[src/rtl/load_store_unit.sv]
// load_store_unit: byte/half/word load-store engine over a synchronous-read word memory
module load_store_unit #(
    parameter int ADDR_WIDTH = 13,
    parameter int BUS_WIDTH  = 32
) (
    input  logic                   clk,
    input  logic                   rst,
    input  logic                   req_valid,
    output logic                   req_ready,
    input  logic                   req_we,
    input  logic [BUS_WIDTH-1:0]   req_addr,
    input  logic [BUS_WIDTH-1:0]   req_wdata,
    input  logic [1:0]             req_size,
    input  logic                   req_unsigned,
    output logic                   resp_valid,
    output logic [BUS_WIDTH-1:0]   resp_rdata,
    output logic                   resp_error,
    output logic [BUS_WIDTH-1:0]   mem_addr,
    output logic [BUS_WIDTH/8-1:0] mem_we,
    output logic [BUS_WIDTH-1:0]   mem_wdata,
    input  logic [BUS_WIDTH-1:0]   mem_rdata
);
    typedef enum logic [1:0] {IDLE, ACCESS, CAPTURE, DONE} state_t;
    state_t state, state_next;
    logic we_q, uns_q, err_q, accept, req_err;
    logic [1:0] size_q, off_q;
    logic [BUS_WIDTH-1:0] rdata_q, lane, ext;
    logic [BUS_WIDTH/8-1:0] we_mask;
    assign accept  = req_valid & req_ready;
    assign req_err = (req_size == 2'b11) |
                     ((req_size == 2'b01) & req_addr[0]) |
                     ((req_size == 2'b10) & (req_addr[1:0] != 2'b00)) |
                     ((req_addr >> ADDR_WIDTH) != '0);
    // state register; reset aborts any outstanding access
    always_ff @(posedge clk) begin
        if (rst) state <= IDLE;
        else     state <= state_next;
    end
    // next-state: errors skip the memory phases and respond immediately
    always_comb begin
        state_next = state;
        case (state)
            IDLE:    if (accept) state_next = req_err ? DONE : ACCESS;
            ACCESS:  state_next = CAPTURE;
            CAPTURE: state_next = DONE;
            default: state_next = IDLE;
        endcase
    end
    // capture the request; memory address/data only move on a legal request
    always_ff @(posedge clk) begin
        if (rst) begin
            we_q      <= 1'b0;
            uns_q     <= 1'b0;
            err_q     <= 1'b0;
            size_q    <= 2'b00;
            off_q     <= 2'b00;
            mem_addr  <= '0;
            mem_wdata <= '0;
        end else if (accept) begin
            we_q   <= req_we;
            uns_q  <= req_unsigned;
            err_q  <= req_err;
            size_q <= req_size;
            off_q  <= req_addr[1:0];
            if (!req_err) begin
                mem_addr  <= {req_addr[BUS_WIDTH-1:2], 2'b00};
                mem_wdata <= (req_size == 2'b00) ? {4{req_wdata[7:0]}} :
                             (req_size == 2'b01) ? {2{req_wdata[15:0]}} : req_wdata;
            end
        end
    end
    // lane select and extension of the read word
    always_comb begin
        lane    = mem_rdata >> {off_q, 3'b000};
        ext     = (size_q == 2'b00) ? {{(BUS_WIDTH-8){~uns_q & lane[7]}}, lane[7:0]} :
                  (size_q == 2'b01) ? {{(BUS_WIDTH-16){~uns_q & lane[15]}}, lane[15:0]} : lane;
        we_mask = (size_q == 2'b00) ? 4'b0001 << off_q :
                  (size_q == 2'b01) ? 4'b0011 << off_q : 4'b1111;
    end
    // load data is registered in CAPTURE and cleared after the response cycle
    always_ff @(posedge clk) begin
        if (rst) rdata_q <= '0;
        else     rdata_q <= (state == CAPTURE && !we_q) ? ext : '0;
    end
    assign req_ready  = (state == IDLE);
    assign mem_we     = (state == ACCESS && we_q && !rst) ? we_mask : '0;
    assign resp_valid = (state == DONE) & ~rst;
    assign resp_error = resp_valid & err_q;
    assign resp_rdata = resp_valid ? rdata_q : '0;
endmodule

[config.mk]
export PLATFORM = sky130hd
export DESIGN_NAME = load_store_unit
export DESIGN_NICKNAME = d
export VERILOG_FILES = /design/src/rtl/load_store_unit.sv
export SDC_FILE = /design/constraint.sdc
export NUM_CORES = 1
export LEC_CHECK = 0
export CORE_ASPECT_RATIO = 0.6
export CORE_MARGIN = 1
export CORE_UTILIZATION = 46
export DETAILED_ROUTE_END_ITERATION = 6
export GPL_TIMING_DRIVEN = 0
export PLACE_DENSITY = 0.86
export SLEW_MARGIN = 20
export SYNTH_ARGS = -nofsm -noshare
export SYNTH_HDL_FRONTEND = slang
export SYNTH_SLANG_ARGS = --single-unit
[constraint.sdc]
create_clock -name clk -period 4.3 [get_ports clk]
set_input_delay 0.86 -clock clk [delete_from_list [all_inputs] [get_ports clk]]
set_output_delay 0.86 -clock clk [all_outputs]
set_load 0.03 [all_outputs]
==> results of run 1 <==
-- logic make-up (layout without fill, tap and decap cells) --
kind of cell	Yosys count	after routing	share of synthesized area, %
AOI/OAI and AO/OA	158	158	18.4
adders and majority gates	9	9	2.38
buffers and inverters	56	273	4.82
DFF	103	103	43.7
muxes	43	43	9.83
other	1	2	0.0794
and+or+nand+nor	176	176	20.8
-- metal layers --
layer  share of wire (%)  vias to the layer above
met2                  43                      222
met5                   0                        -
met1                  46                     2303
met3                 9.5                       26
met4                 2.1                        0
li1                    -                     2323
-- critical path, delay by kind of cell --
kind          cells  cell delay (ns)
buf+inv           3             1.35
simple gates      2             0.57
-- power by group --
part	total, mW	internal, mW	switching, mW
clock network	0.813	0.412	0.401
registers	1.04	1.01	0.0261
logic	0.551	0.242	0.309
-- per-stage QoR --
stage | utilization [%] | std cells | hold WS (ns) | total power, mW
2_1_floorplan | - | 547 | 0.432 | 1.37
3_5_place_dp | 69.7 | 883 | 0.444 | 1.60
5_1_grt | 72.7 | 899 | 0.474 | 2.50
6_report | 72.7 | 899 | 0.461 | 2.40
4_1_cts | 72.7 | 899 | 0.463 | 2.40
3_3_place_gp | 69.7 | 883 | 0.441 | 1.58
-- how the worst max path moves through the flow --
stage               depth (start not counted)        endpoint  startpoint  slack (ns)
floorplan                                   4  resp_rdata[18]         rst        1.35
global placement                            5   resp_rdata[6]         rst        0.67
detailed placement                          5  resp_rdata[22]         rst        0.63
CTS                                         5  resp_rdata[22]         rst        0.63
global route                                5  resp_rdata[22]         rst        0.49
finish                                      5  resp_rdata[22]         rst        0.64
-- sequential cells by signal, indices dropped and copies added, names as in the netlist --
| register | flops |
|---|---|
| state | 2 |
| size_q | 2 |
| mem_wdata | 32 |
| off_q | 2 |
| we_q | 1 |
| err_q | 1 |
| mem_addr | 30 |
| uns_q | 1 |
| rdata_q | 32 |
-- synth_stat cells (2+ instances only) --
cell	number
sky130_fd_sc_hd__and2_1	60
sky130_fd_sc_hd__dfxtp_1	103
sky130_fd_sc_hd__inv_1	6
sky130_fd_sc_hd__o21ai_1	5
sky130_fd_sc_hd__nor2b_1	11
sky130_fd_sc_hd__a21oi_1	61
sky130_fd_sc_hd__buf_1	4
sky130_fd_sc_hd__mux2_2	17
sky130_fd_sc_hd__nor2_1	19
sky130_fd_sc_hd__nand2_1	25
sky130_fd_sc_hd__clkbuf_1	38
sky130_fd_sc_hd__buf_2	5
sky130_fd_sc_hd__a211oi_1	17
sky130_fd_sc_hd__ha_1	9
sky130_fd_sc_hd__a21o_1	8
sky130_fd_sc_hd__o21ai_0	61
sky130_fd_sc_hd__buf_4	3
sky130_fd_sc_hd__o21a_1	3
sky130_fd_sc_hd__nor4_1	4
sky130_fd_sc_hd__nand3_1	44
sky130_fd_sc_hd__mux2i_1	25
sky130_fd_sc_hd__or4_1	2
-- area by class of cell --
class | instances | area (um^2)
Fill cell | 769 | 2700
Timing Repair Buffer | 201 | 2010
Clock buffer | 9 | 225
Inverter | 6 | 22.5
Buffer | 50 | 205
Multi-Input combinational cell | 388 | 2440
Tap cell | 135 | 169
Sequential cell | 103 | 2060
Clock inverter | 7 | 77.6
==> impl_summary.txt, run 1 <==
----------------------------------------------------
[Route]
  Violation count after the first detailed-route iteration ... ~340
  WL/cell ... roughly 17 um
  Number of antenna-violating nets in the routed design ... 0
  DRC ... 0
  Count of vias placed by the detailed router ... ~4,900
  Via-per-instance ratio ... approximately 5.4
  Detailed Routing Iterations Pass 1 ... 5
  Total wirelength of the detailed-routed design ... around 16,000 um

[Synth]
  Number of warnings printed during yosys synthesis ... 0
  Mapped Cells ... approximately 550
  Leading cell types by total area after synthesis ... sky130_fd_sc_hd__dfxtp_1 (44%), sky130_fd_sc_hd__and2_1 (7.9%), sky130_fd_sc_hd__a21oi_1 (6.5%)
  Leading register cell type out of synthesis ... sky130_fd_sc_hd__dfxtp_1
  Average size of a mapped cell ... 8.65 um^2
  Area fraction of the dominant cell type after synthesis ... around 44%
  Proportion of register bits with asynchronous set or reset after synthesis ... 0%
  Cell taking the most area after synthesis ... sky130_fd_sc_hd__dfxtp_1
  Post-synth cell types ... 38
  Share of synthesized area occupied by flip-flops and latches ... 43.7%
  Flop and latch count out of synthesis ... 103
  EDFF count, synth ... 0
  Area of the mapped netlist ... roughly 4700 um^2

[Timing]
  Transition time at the pin with the least slew margin ... around 0.80 ns
  Maximum clock frequency ... approximately 270 MHz
  Share of the cycle needed by the critical path after routing ... 85.2%
  Number of hold violations in the final report ... 0
  Final total negative setup slack ... 0 ns
  Final worst clock skew ... 0.00666 ns
  # setup viols final ... 0
  Worst slew margin ... roughly 46%
  Max Slew Vio Count ... 0
  Setup repair after global routing missed its margin ... no
  Fin worst setup slack ... 0.636 ns
  Final period demand of the worst path ... about 3.7 ns

[CTS]
  Clock slew at the register clock pins of the worst setup and hold paths ... 0.07 ns
  Hold Buf Count CTS ... 0
  Cts bufs inserted ... 9
  CTS max path bufs ... 2
  Number of clock sinks ... around 100
  Number of instances resized during post-cts repair ... 0
  H-tree lvl count ... 3
  Clk Latency, worst-skew pair ... about 0.35 ns
  # Post-CTS Setup Buffers ... 0
  Root Buffer ... sky130_fd_sc_hd__clkbuf_16
  Clock tree from TritonCTS ... yes

[GRT]
  Total global routing overflow ... 0
  Number of global-route vias before repair ... approximately 4,700
  Global routing usage summed across all routing layers ... roughly 30%
  Pin count of the biggest net entering global routing ... 21
  First-pass GRT wire length ... between 20,000 and 25,000 um
  Initial antenna violation count ... 0
  Met2 global-route usage ... a little over two fifths
  Met1 Resource Use GR ... 40.2%
  Most congested layer reported by global routing ... met2
  GR Util met3 ... 8.65%

[Worst hold path]
  Endpoint, Worst Hold ... mem_addr[30]
  Start point of the worst hold path ... mem_addr[30]
  Hold/Removal Path Class ... reg2reg
  Number of cells on the worst hold path ... 1

[Place]
  Placed wire-length estimate ... 12,300 um
  Port Buffer Count ... approximately 200
  Area post-placement ... between 6000 and 7000 um^2
  Pre-CTS setup slack ... 0.627 ns
  Routability congestion estimate ... between 0.9 and 1

[Finish]
  Nets ... 871
  Most common library cell in the layout ignoring fill and taps ... sky130_fd_sc_hd__clkdlybuf4s50_1
  Syn-to-layout area delta ... 52.7%
  Fraction of final layout cells with drive strength greater than 1 ... 6.28%
  Most frequent cells in the layout ... sky130_fd_sc_hd__clkdlybuf4s50_1 (201), sky130_fd_sc_hd__dfxtp_1 (103), sky130_fd_sc_hd__a21oi_1 (61), sky130_fd_sc_hd__o21ai_0 (61), sky130_fd_sc_hd__and2_1 (60)
  Cell area after layout ... ~7000 um^2
  # diodes ... 0

[Setup path]
  Endpoint kind of the worst setup timing path ... primary output
  Worst Path Class, Setup ... in2out
  Worst reg2reg path depth ... 8
  Max Fanout on Critical Path ... 10
  Worst EP required ... ~3.4 ns
  Worst flop-to-flop path startpoint ... state[0]
  Worst stage delay on the critical path ... roughly 0.7 ns
  CP dominant cell by count ... sky130_fd_sc_hd__clkbuf_1
  Slack of the worst reg-to-reg path ... 1.79 ns
  Terminus of the critical flop-to-flop path ... mem_wdata[17]
  Cells along the critical path ... clkbuf_1 -> nor2b_1 -> clkbuf_1 -> and2_1 -> clkdlybuf4s50_1
  CP arrival ... about 2.8 ns
  Critical path launch point type ... primary input
  Critical-path top delay cell ... sky130_fd_sc_hd__clkdlybuf4s50_1

[Job]
  Number of violations of the max-capacitance limit ... 0

[Floorplanning]
  Floorplan die width ... roughly 130 um
  Starting density of the core ... 47.6%
  Chip height ... between 80 and 90 um
  I/O pin cnt ... a little over 200
  Std-Cell Rows ... 28
  Core region area ... 9910 um^2
  DIE AREA ... about 11,000 um^2

[Power]
  Worst vdd rail ir drop ... roughly 0.25 mV
  P_leak ... between 2 and 3 nW
  Power density over cell area ... about 330 nW/um^2

[Run status]
  Result of the run ... complete, no violations

----------------------------------------------------
Power figures use the tool's default switching activity.
==> inputs of run 2 (changes only) <==
--- a/config.mk
+++ b/config.mk
@@ -10,6 +10,7 @@
 export CORE_UTILIZATION = 46
 export DETAILED_ROUTE_END_ITERATION = 6
 export GPL_TIMING_DRIVEN = 0
+export MAX_ROUTING_LAYER = met4
 export PLACE_DENSITY = 0.86
 export SLEW_MARGIN = 20
 export SYNTH_ARGS = -nofsm -noshare
==> run 2 against run 1 <==
Against the previous run:
- routed wire length grew 2.5%
- fmax shrank 0.90%
- die area is the same
- highest routed layer unchanged
- core utilization grew 0.063 points
- clock-buffer cell count is the same
- via count grew 0.53%
- clock power grew 2%
- cell count is the same
- global-route usage grew 1.7 points
- sequential cell count is the same
- setup slack lost 0.033 ns
==> impl_summary.txt, run 2 (synthesis gave the netlist of run 1 again) <==
----------------------------------------------------
[Run status]
  Result of the run ... complete, no violations

[CTS]
  Clock tree from TritonCTS ... yes
  Root Buffer ... sky130_fd_sc_hd__clkbuf_16
  CTS max path bufs ... 2 (unchanged)
  Number of instances resized during post-cts repair ... 0 (unchanged)
  Number of clock sinks ... 103 (unchanged)
  Hold Buf Count CTS ... 0 (unchanged)
  Clock slew at the register clock pins of the worst setup and hold paths ... 0.08 ns (about the same)
  Cts bufs inserted ... 9 (unchanged)
  H-tree lvl count ... 3 (unchanged)
  Clk Latency, worst-skew pair ... 0.35 ns (about the same)
  # Post-CTS Setup Buffers ... 0 (unchanged)

[GRT]
  Number of global-route vias before repair ... 4,729 (+1.5%)
  First-pass GRT wire length ... 24,600 um (+2.6%)
  Total global routing overflow ... 0 (unchanged)
  Pin count of the biggest net entering global routing ... 22 (+4.8%)
  Initial antenna violation count ... 0 (unchanged)
  Global routing usage summed across all routing layers ... 31.0% (+1.7 points)

[Place]
  Routability congestion estimate ... 0.972 (+0.10%)
  Port Buffer Count ... 201 (unchanged)
  Placed wire-length estimate ... 12,600 um (+2.8%)
  Placed Instances ... 883 (unchanged)

[Floorplanning]
  Chip height ... 80.5 um (unchanged)
  Core region area ... 9910 um^2 (unchanged)
  Starting density of the core ... 47.6% (unchanged)
  Floorplan die width ... 133 um (unchanged)
  I/O pin cnt ... 206 (unchanged)
  DIE AREA ... 10,700 um^2 (unchanged)
  Std-Cell Rows ... 28 (unchanged)

[Setup path]
  Slack of the worst reg-to-reg path ... 1.71 ns (-0.08 ns)
  Terminus of the critical flop-to-flop path ... mem_wdata[12]
  Critical path launch point type ... primary input
  CP arrival ... 2.84 ns (+0.04 ns)
  Worst Path Class, Setup ... in2out
  Worst flop-to-flop path startpoint ... state[0]
  Max Fanout on Critical Path ... 10 (unchanged)
  Worst EP required ... 3.44 ns (about the same)
  Endpoint kind of the worst setup timing path ... primary output
  Worst reg2reg path depth ... 8 (unchanged)

[Timing]
  Number of hold violations in the final report ... 0 (unchanged)
  Setup repair after global routing missed its margin ... no
  Final worst clock skew ... 0.00793 ns (+0.00127 ns)
  Worst slew margin ... 39.0% (-7.3 points)
  Max Slew Vio Count ... 0 (unchanged)
  Maximum clock frequency ... 271 MHz (-0.90%)
  Final total negative setup slack ... 0 ns (unchanged)
  Final period demand of the worst path ... 3.70 ns (+0.0332 ns)
  Share of the cycle needed by the critical path after routing ... 86.0% (+0.77 points)
  # setup viols final ... 0 (unchanged)
  Transition time at the pin with the least slew margin ... 0.908 ns (+0.109 ns)

[Route]
  Detailed Routing Iterations Pass 1 ... 5 (unchanged)
  Number of antenna-violating nets in the routed design ... 0 (unchanged)
  Via-per-instance ratio ... 5.45 (+0.53%)
  Total wirelength of the detailed-routed design ... 16,100 um (+2.5%)
  Violation count after the first detailed-route iteration ... 395 (+17%)
  WL/cell ... 17.9 um (+2.5%)
  Count of vias placed by the detailed router ... 4,900 (+0.53%)
  DRC ... 0 (unchanged)

[Finish]
  Number of standard cells in the final layout excluding fillers ... 899 (unchanged)
  Syn-to-layout area delta ... 52.8% (about the same)
  Fraction of final layout cells with drive strength greater than 1 ... 6.28% (unchanged)
  Nets ... 871 (unchanged)
  Most frequent cells in the layout ... sky130_fd_sc_hd__clkdlybuf4s50_1 (201), sky130_fd_sc_hd__dfxtp_1 (103), sky130_fd_sc_hd__a21oi_1 (61), sky130_fd_sc_hd__o21ai_0 (61), sky130_fd_sc_hd__and2_1 (60)
  # diodes ... 0 (unchanged)
  Most common library cell in the layout ignoring fill and taps ... sky130_fd_sc_hd__clkdlybuf4s50_1
  Largest registers ... mem_wdata: 32 flops, rdata_q: 32 flops, mem_addr: 30 flops

[Power]
  Proportion of total power due to net switching ... 30.9% (+0.24 points)
  Total Power ... 2.42 mW (+0.71%)
  Part of the total power dissipated in sequential elements ... 42.9% (-0.3 points)
  Total net switching power ... 0.747 mW (+1.5%)
  Power density over cell area ... 335 nW/um^2 (+0.62%)
  Internal power ... 1.67 mW (+0.37%)
  P_leak ... 2.63 nW (+0.28%)
  Fraction of power consumed by the clock network ... 34.2% (+0.4 points)
  Logic gate share of total power ... 22.9% (about the same)
  Worst vdd rail ir drop ... 0.245 mV (-2.3%)

[Worst hold path]
  Hold/Removal Path Class ... reg2reg
  Endpoint, Worst Hold ... mem_addr[29]
  Start point of the worst hold path ... mem_addr[29]
  Number of cells on the worst hold path ... 1 (unchanged)

[Job]
  Number of violations of the max-capacitance limit ... 0 (unchanged)

----------------------------------------------------
run 2: layout make-up:
class / count / area (um^2)
Tap cell: 135 / 169
Inverter: 6 / 22.5
Clock buffer: 9 / 225
Fill cell: 731 / 2700
Timing Repair Buffer: 201 / 2010
Buffer: 50 / 205
Sequential cell: 103 / 2060
Multi-Input combinational cell: 388 / 2440
Clock inverter: 7 / 83.8
run 2: routing by layer:
metal	global-route usage, %	vias up	share of wire [%]
met5	-	-	0
met4	8.97	0	1.8
met3	7.13	29	8.1
met2	45.5	214	44
met1	42.3	2335	46
li1	-	2322	-
run 2: worst max-delay path by stage:
stage                     endpoint  slack [ns]  from  cells after the start
global route        resp_rdata[27]        0.42   rst                      5
global placement     resp_rdata[6]        0.64   rst                      5
floorplan           resp_rdata[18]        1.35   rst                      4
CTS                 resp_rdata[27]        0.58   rst                      5
detailed placement  resp_rdata[27]        0.60   rst                      5
finish              resp_rdata[27]        0.60   rst                      5
run 2: critical path: stages:
cell and delay (ns):
sky130_fd_sc_hd__clkbuf_1 0.23, sky130_fd_sc_hd__nor2b_1 0.41, sky130_fd_sc_hd__clkbuf_1 0.42, sky130_fd_sc_hd__and2_1 0.22
sky130_fd_sc_hd__clkdlybuf4s50_1 0.69
run 2: stage by stage:
stage | utilization (%) | cell area [um^2] | setup slack, ns | hold slack, ns
after global routing | 72.8 | 7220 | 0.419 | 0.478
after detailed placement | 69.7 | 6910 | 0.601 | 0.443
after global placement | 69.7 | 6910 | 0.643 | 0.441
after CTS | 72.8 | 7220 | 0.581 | 0.467
after floorplan | - | 4730 | 1.35 | 0.432
final | 72.8 | 7220 | 0.603 | 0.465
run 2: power by group through the flow:
stage | combinational [mW] | clock (mW) | sequential (mW)
4_1_cts | 0.543 | 0.838 | 1.04
5_1_grt | 0.598 | 0.874 | 1.05
6_report | 0.554 | 0.827 | 1.04
3_5_place_dp | 0.540 | 0 | 1.06
3_3_place_gp | 0.523 | 0 | 1.06
2_1_floorplan | 0.322 | 0 | 1.05
